--- src/rtl/emu_scan_pkg.sv ---
// Shared definitions for the checkpoint scan controller.
//   op_e    : host command codes carried on cmd_op
//   state_e : controller FSM states
//   DIR_*   : encodings driven on ram_dir
package emu_scan_pkg;

   typedef enum logic [1:0] {
      OP_SAVE   = 2'd0,
      OP_LOAD   = 2'd1,
      OP_RESUME = 2'd2,
      OP_HALT   = 2'd3
   } op_e;

   typedef enum logic [2:0] {
      ST_IDLE,
      ST_PREP,
      ST_FF,
      ST_RAM,
      ST_DONE
   } state_e;

   // RAM chain direction: read words out of the DUT memories, or write them in
   localparam logic DIR_SAVE = 1'b0;
   localparam logic DIR_LOAD = 1'b1;

endpackage

--- src/rtl/emu_scan_cnt.sv ---
// Loadable down-counter tracking the words remaining in the current chain.
//   clk, rst_n : clock and asynchronous active-low reset
//   load       : load load_val (has priority over dec)
//   load_val   : new word count
//   dec        : decrement by one (one word scanned)
//   last       : count is 1, i.e. the word being scanned now is the final one
module emu_scan_cnt #(
   parameter int CW = 16
) (
   input  logic          clk,
   input  logic          rst_n,
   input  logic          load,
   input  logic [CW-1:0] load_val,
   input  logic          dec,
   output logic          last
);

   logic [CW-1:0] count_reg;

   always_ff @(posedge clk or negedge rst_n) begin
      if (!rst_n) begin
         count_reg <= '0;
      end else if (load) begin
         count_reg <= load_val;
      end else if (dec) begin
         count_reg <= count_reg - 1'b1;
      end
   end

   assign last = (count_reg == CW'(1));

endmodule

--- src/rtl/emu_scan_ctrl.sv ---
// Host-side checkpoint driver for a halt-transformed DUT.
// SAVE streams the FF chain then the RAM chain out on out_*, feeding each
// word back into the chain tail so the DUT state is preserved. LOAD streams
// in_* words into the FF chain then the RAM chain.
//   clk, rst_n          : clock shared with the DUT, async active-low reset
//   cmd_valid/ready/op  : command handshake (accepted only in IDLE)
//   in_valid/ready/data : LOAD word stream
//   out_valid/ready/data: SAVE word stream
//   done                : one-cycle pulse when SAVE/LOAD completes
//   halt                : DUT HALT
//   ff_scan/sdi/sdo     : DUT FF chain pins
//   ram_scan/dir/sdi/sdo: DUT RAM chain pins
module emu_scan_ctrl
   import emu_scan_pkg::*;
#(
   parameter int DW        = 64,
   parameter int FF_WORDS  = 16,
   parameter int RAM_WORDS = 64,
   parameter int CW        = 16
) (
   input  logic          clk,
   input  logic          rst_n,
   input  logic          cmd_valid,
   output logic          cmd_ready,
   input  logic [1:0]    cmd_op,
   input  logic          in_valid,
   output logic          in_ready,
   input  logic [DW-1:0] in_data,
   output logic          out_valid,
   input  logic          out_ready,
   output logic [DW-1:0] out_data,
   output logic          done,
   output logic          halt,
   output logic          ff_scan,
   output logic [DW-1:0] ff_sdi,
   input  logic [DW-1:0] ff_sdo,
   output logic          ram_scan,
   output logic          ram_dir,
   output logic [DW-1:0] ram_sdi,
   input  logic [DW-1:0] ram_sdo
);

   localparam logic [CW-1:0] FF_LEN  = CW'(FF_WORDS);
   localparam logic [CW-1:0] RAM_LEN = CW'(RAM_WORDS);

   state_e        state_reg;
   op_e           op_reg;
   logic          halt_reg;
   logic          done_reg;

   logic          in_ff;
   logic          in_ram;
   logic          is_save;
   logic          cnt_load;
   logic [CW-1:0] cnt_val;
   logic          cnt_last;

   assign in_ff   = (state_reg == ST_FF);
   assign in_ram  = (state_reg == ST_RAM);
   assign is_save = (op_reg == OP_SAVE);

   assign cmd_ready = (state_reg == ST_IDLE);
   assign halt      = halt_reg;
   assign done      = done_reg;
   assign ram_dir   = (in_ram && op_reg == OP_LOAD) ? DIR_LOAD : DIR_SAVE;

   // Scan enables follow the stream handshake combinationally: a chain only
   // shifts on the exact cycle a word is transferred, so backpressure can
   // neither drop nor repeat a word. While stalled the chain head (and thus
   // out_data) holds still.
   always_comb begin
      out_valid = 1'b0;
      in_ready  = 1'b0;
      out_data  = '0;
      ff_scan   = 1'b0;
      ff_sdi    = '0;
      ram_scan  = 1'b0;
      ram_sdi   = '0;
      if (in_ff) begin
         if (is_save) begin
            out_valid = 1'b1;
            out_data  = ff_sdo;
            ff_sdi    = ff_sdo;
            ff_scan   = out_ready;
         end else begin
            in_ready  = 1'b1;
            ff_sdi    = in_data;
            ff_scan   = in_valid;
         end
      end else if (in_ram) begin
         if (is_save) begin
            out_valid = 1'b1;
            out_data  = ram_sdo;
            ram_sdi   = ram_sdo;
            ram_scan  = out_ready;
         end else begin
            in_ready  = 1'b1;
            ram_sdi   = in_data;
            ram_scan  = in_valid;
         end
      end
   end

   // Counter is reloaded in PREP and again when the FF chain's last word goes
   // out, so the RAM phase starts with a fresh count.
   assign cnt_load = (state_reg == ST_PREP) || (in_ff && ff_scan && cnt_last);
   assign cnt_val  = (state_reg == ST_PREP && FF_WORDS != 0) ? FF_LEN : RAM_LEN;

   emu_scan_cnt #(
      .CW(CW)
   ) u_cnt (
      .clk     (clk),
      .rst_n   (rst_n),
      .load    (cnt_load),
      .load_val(cnt_val),
      .dec     (ff_scan | ram_scan),
      .last    (cnt_last)
   );

   always_ff @(posedge clk or negedge rst_n) begin
      if (!rst_n) begin
         state_reg <= ST_IDLE;
         op_reg    <= OP_SAVE;
         halt_reg  <= 1'b0;
         done_reg  <= 1'b0;
      end else begin
         done_reg <= 1'b0;
         case (state_reg)
            ST_IDLE: begin
               if (cmd_valid) begin
                  case (op_e'(cmd_op))
                     OP_HALT:   halt_reg <= 1'b1;
                     OP_RESUME: halt_reg <= 1'b0;
                     default: begin
                        halt_reg  <= 1'b1;
                        op_reg    <= op_e'(cmd_op);
                        state_reg <= ST_PREP;
                     end
                  endcase
               end
            end
            // One idle cycle so the DUT is settled in halt before any shift
            ST_PREP: begin
               if (FF_WORDS != 0) begin
                  state_reg <= ST_FF;
               end else if (RAM_WORDS != 0) begin
                  state_reg <= ST_RAM;
               end else begin
                  state_reg <= ST_DONE;
                  done_reg  <= 1'b1;
               end
            end
            ST_FF: begin
               if (ff_scan && cnt_last) begin
                  if (RAM_WORDS != 0) begin
                     state_reg <= ST_RAM;
                  end else begin
                     state_reg <= ST_DONE;
                     done_reg  <= 1'b1;
                  end
               end
            end
            ST_RAM: begin
               if (ram_scan && cnt_last) begin
                  state_reg <= ST_DONE;
                  done_reg  <= 1'b1;
               end
            end
            default: begin
               // DONE: halt stays asserted until an explicit RESUME
               state_reg <= ST_IDLE;
            end
         endcase
      end
   end

endmodule
--- config.mk ---
export PLATFORM = sky130hd
export DESIGN_NAME = emu_scan_ctrl
export DESIGN_NICKNAME = d
export VERILOG_FILES = /design/src/rtl/emu_scan_pkg.sv /design/src/rtl/emu_scan_cnt.sv /design/src/rtl/emu_scan_ctrl.sv
export SDC_FILE = /design/constraint.sdc
export NUM_CORES = 1
export LEC_CHECK = 0
export ABC_AREA = 0
export ABC_CLOCK_PERIOD_IN_PS = 4180
export BUFFER_PORTS_ARGS = -buffer_cell sky130_fd_sc_hd__buf_2
export CAP_MARGIN = 20
export CORE_AREA = 2 2 153 155
export CTS_CLUSTER_DIAMETER = 50
export CTS_CLUSTER_SIZE = 16
export DETAILED_ROUTE_END_ITERATION = 7
export DIE_AREA = 0 0 155 157
export GPL_TIMING_DRIVEN = 1
export MAX_ROUTING_LAYER = met4
export REMOVE_ABC_BUFFERS = 1
export SYNTH_ARGS = -nofsm -noshare
export SYNTH_HDL_FRONTEND = slang
export SYNTH_HIERARCHICAL = 1
export SYNTH_SLANG_ARGS = --single-unit
--- constraint.sdc ---
create_clock -name clk -period 4.18 [get_ports clk]
set_input_delay 0.418 -clock clk [delete_from_list [all_inputs] [get_ports clk]]
set_output_delay 0.418 -clock clk [all_outputs]
set_load 0.005 [all_outputs]
==> impl_results.md <==
- Async set-reset flop share out of synthesis: 100.0%
- Via Count: 6,174
- Wire per inst: 17.78 microns
- Total GRT Usage: 17.92%
- Synth cell types: 43
- Syn Area/Cell: 5.750 sq um
- EDFF count, synth: 0
- Worst-Skew Late Latency: 0.26 ns
- Worst Path Arrival: 3.38 ns
- Die height: 157 microns
- P_leak: 3.436 nW
- Maximum vdd drop: 0.2485 mV
- Most common cell after layout, fill and taps aside: buf_2
- Post-synthesis sequential area ratio: 15.33%
- Max-Cap Viols: 0
- Grt total ovfl: 0
- IO Count: 399
- Hpwl dp: 18.74 mm
- Number of DRC markers in iteration 0: 639
- Achievable clock frequency: 0.3086 GHz
- Crit path kind: flip-flop to flip-flop
- DRT Wirelength: 23.29 mm
- Skew final: 0.004173 ns
- Die area: 0.02434 sq mm
- CTS Root Cell: clkbuf_16
- Post-DR vias/cell: 4.713
- Critical path endpoint: u_cnt/count_reg[13]
- Flops & latches, synth: 23
- Startpoint Class: flip-flop
- Critical path launch point: u_cnt/count_reg[4]
- Setup TNS: 0 ns
- FF-to-FF path depth: 9
- Post-Syn Instances: 653
- Area grow syn2layout: 59.75%
- CTS clock-pin slew for the worst setup and hold paths: 0.06 ns
- First-pass GRT wire length: 33.41 mm
- Hold Vio Cnt, Final: 0
- Top cell type's share of synthesized area: 20.99%
- Max-slew violations: 0
- Area contributors post-synth: nand2_1 21%, a21oi_1 17%, dfrtp_1 15%
- 1st-pass router iterations: 5
- H-tree depth: 1
- Hold Path Class: input port to asynchronous set/reset pin
- Status: finished, final reports clean
- Crit path time final: 3.240 ns
- CP Max Fanout: 35
- Clock Path Buffers: 2
- Post-CTS Resized: 0
- # hold bufs at CTS: 0
- CTS tree: yes
- Top cell type by total area after synthesis: nand2_1
- Post-synthesis cell area: 0.003755 sq mm
- Ys Warns: 6
- Max reg flops: 16
- RR Endpoint: u_cnt/count_reg[13]
- P per Cell Area: 545.4 mW/mm^2
- DRC: 0
- Port Buffers: 398
- Worst slew margin: 44.82%
- RSZ-0062 raised after global routing: false
- Commonest non-fill, non-tap cells in the layout: 398 x buf_2, 210 x nand2_1, 129 x a21oi_1, 76 x nor2_1, 64 x a22oi_1
- Largest net degree at the start of global routing: 79
- Setup violations, final: 0
- Die Width: 155 microns
- Nets@finish: 1,215
- Flop2flop setup slack: 0.94 ns
- Slew @ Worst Pin: 0.8277 ns
- Routed Antenna Nets: 0
- Initial antenna violation count: 12
- Most used DFF post-synth: dfrtp_1
- Filler Cells Inserted: 2,563
- Reg2reg start: u_cnt/count_reg[4]
- Total core area: 0.02250 sq mm
- CP endpoint kind: flip-flop
- Vias in the first global route: 5,498
- Setup Buffers After CTS: 0
- Total power: 3.271 mW
- CP Data Required Time: 4.32 ns
- GPL Wtd Cong: 0.9245
- Tcrit/Tclk final: 77.52%
- Num CTS Buffers: 3
- Num rows: 55
- CTS Sinks: 23
- Initial core utilization: 16.69%
- Share of cells above drive strength 1: 41.86%
## per-stage QoR
stage	worst slack (ns)	util, %	std cells	hold WS, ns	instance area (sq um)
6_report	0.9396	26.66	1310	0.1311	5998
3_3_place_gp	1.011	26.17	1294	0.4237	5888
3_5_place_dp	0.9539	26.17	1294	0.4295	5888
2_1_floorplan	-0.9227	-	600	0.1224	3440
4_1_cts	0.9349	26.52	1298	0.1526	5968
5_1_grt	0.6117	26.64	1309	0.1838	5996
## cell families after synthesis
family	share of synthesized area, %
AND/OR/NAND/NOR	36.62
AO/OA/AOI/OAI	33.86
buffers and inverters	10.20
flip-flops	15.33
XOR/XNOR	2.566
adder cells (fa/ha/maj)	0.6663
multiplexers	0.6663
other	0.09987
## cells in the mapped netlist, types with 3 or more instances
master	instances
xor2_1	4
or3_1	3
nor4_1	6
a21oi_1	129
a221o_1	3
o31a_1	3
inv_1	5
xnor2_1	7
nand2_1	210
buf_4	9
nor2_1	77
dfrtp_1	23
nor3b_1	3
a22oi_1	64
nor3_1	7
clkbuf_1	26
buf_6	7
buf_2	24
o21ai_0	13
## cell type report
class	instances	area, sq um	share of cell area, %
Sequential cell	23	575.6	9.595
Clock buffer	3	75.07	1.252
Timing Repair Buffer	409	2074	34.58
Inverter	5	18.77	0.3129
Antenna cell	12	30.03	0.5006
Multi-Input combinational cell	572	2863	47.73
Tap cell	285	356.6	5.945
Clock inverter	1	5.005	0.08344
## report_power, final
part,leakage [nW],internal [mW],switching (mW)
Combinational,3.12,1.04,1.60
Clock,0.0410,0.129,0.0817
Sequential,0.279,0.313,0.108
## worst min-delay path by stage
| stage | start | to |
|---|---|---|
| after floorplan | rst_n | done |
| after global placement | rst_n | u_cnt/count_reg[8] |
| after detailed placement | rst_n | halt |
| after CTS | rst_n | u_cnt/count_reg[8] |
| after global routing | rst_n | u_cnt/count_reg[8] |
| final | rst_n | u_cnt/count_reg[8] |
## routing by layer
metal	vias to the layer above	share of wire, %	track usage (%)
li1	2968	-	-
met1	2853	41	23.48
met2	333	46	27.39
met3	20	11	5.286
met4	0	1.8	3.704
met5	-	0	-
## critical path, stage by stage, from the launching register on
cell	delay, ns
dfrtp_1	0.43
or3_1	0.48
or4_4	0.52
nor4_1	0.41
nor4bb_1	0.34
o21ai_1	0.12
nand2_1	0.11
buf_4	0.29
nor2_1	0.08
a221o_1	0.33
No activity file was read; power rests on OpenSTA's default activity.
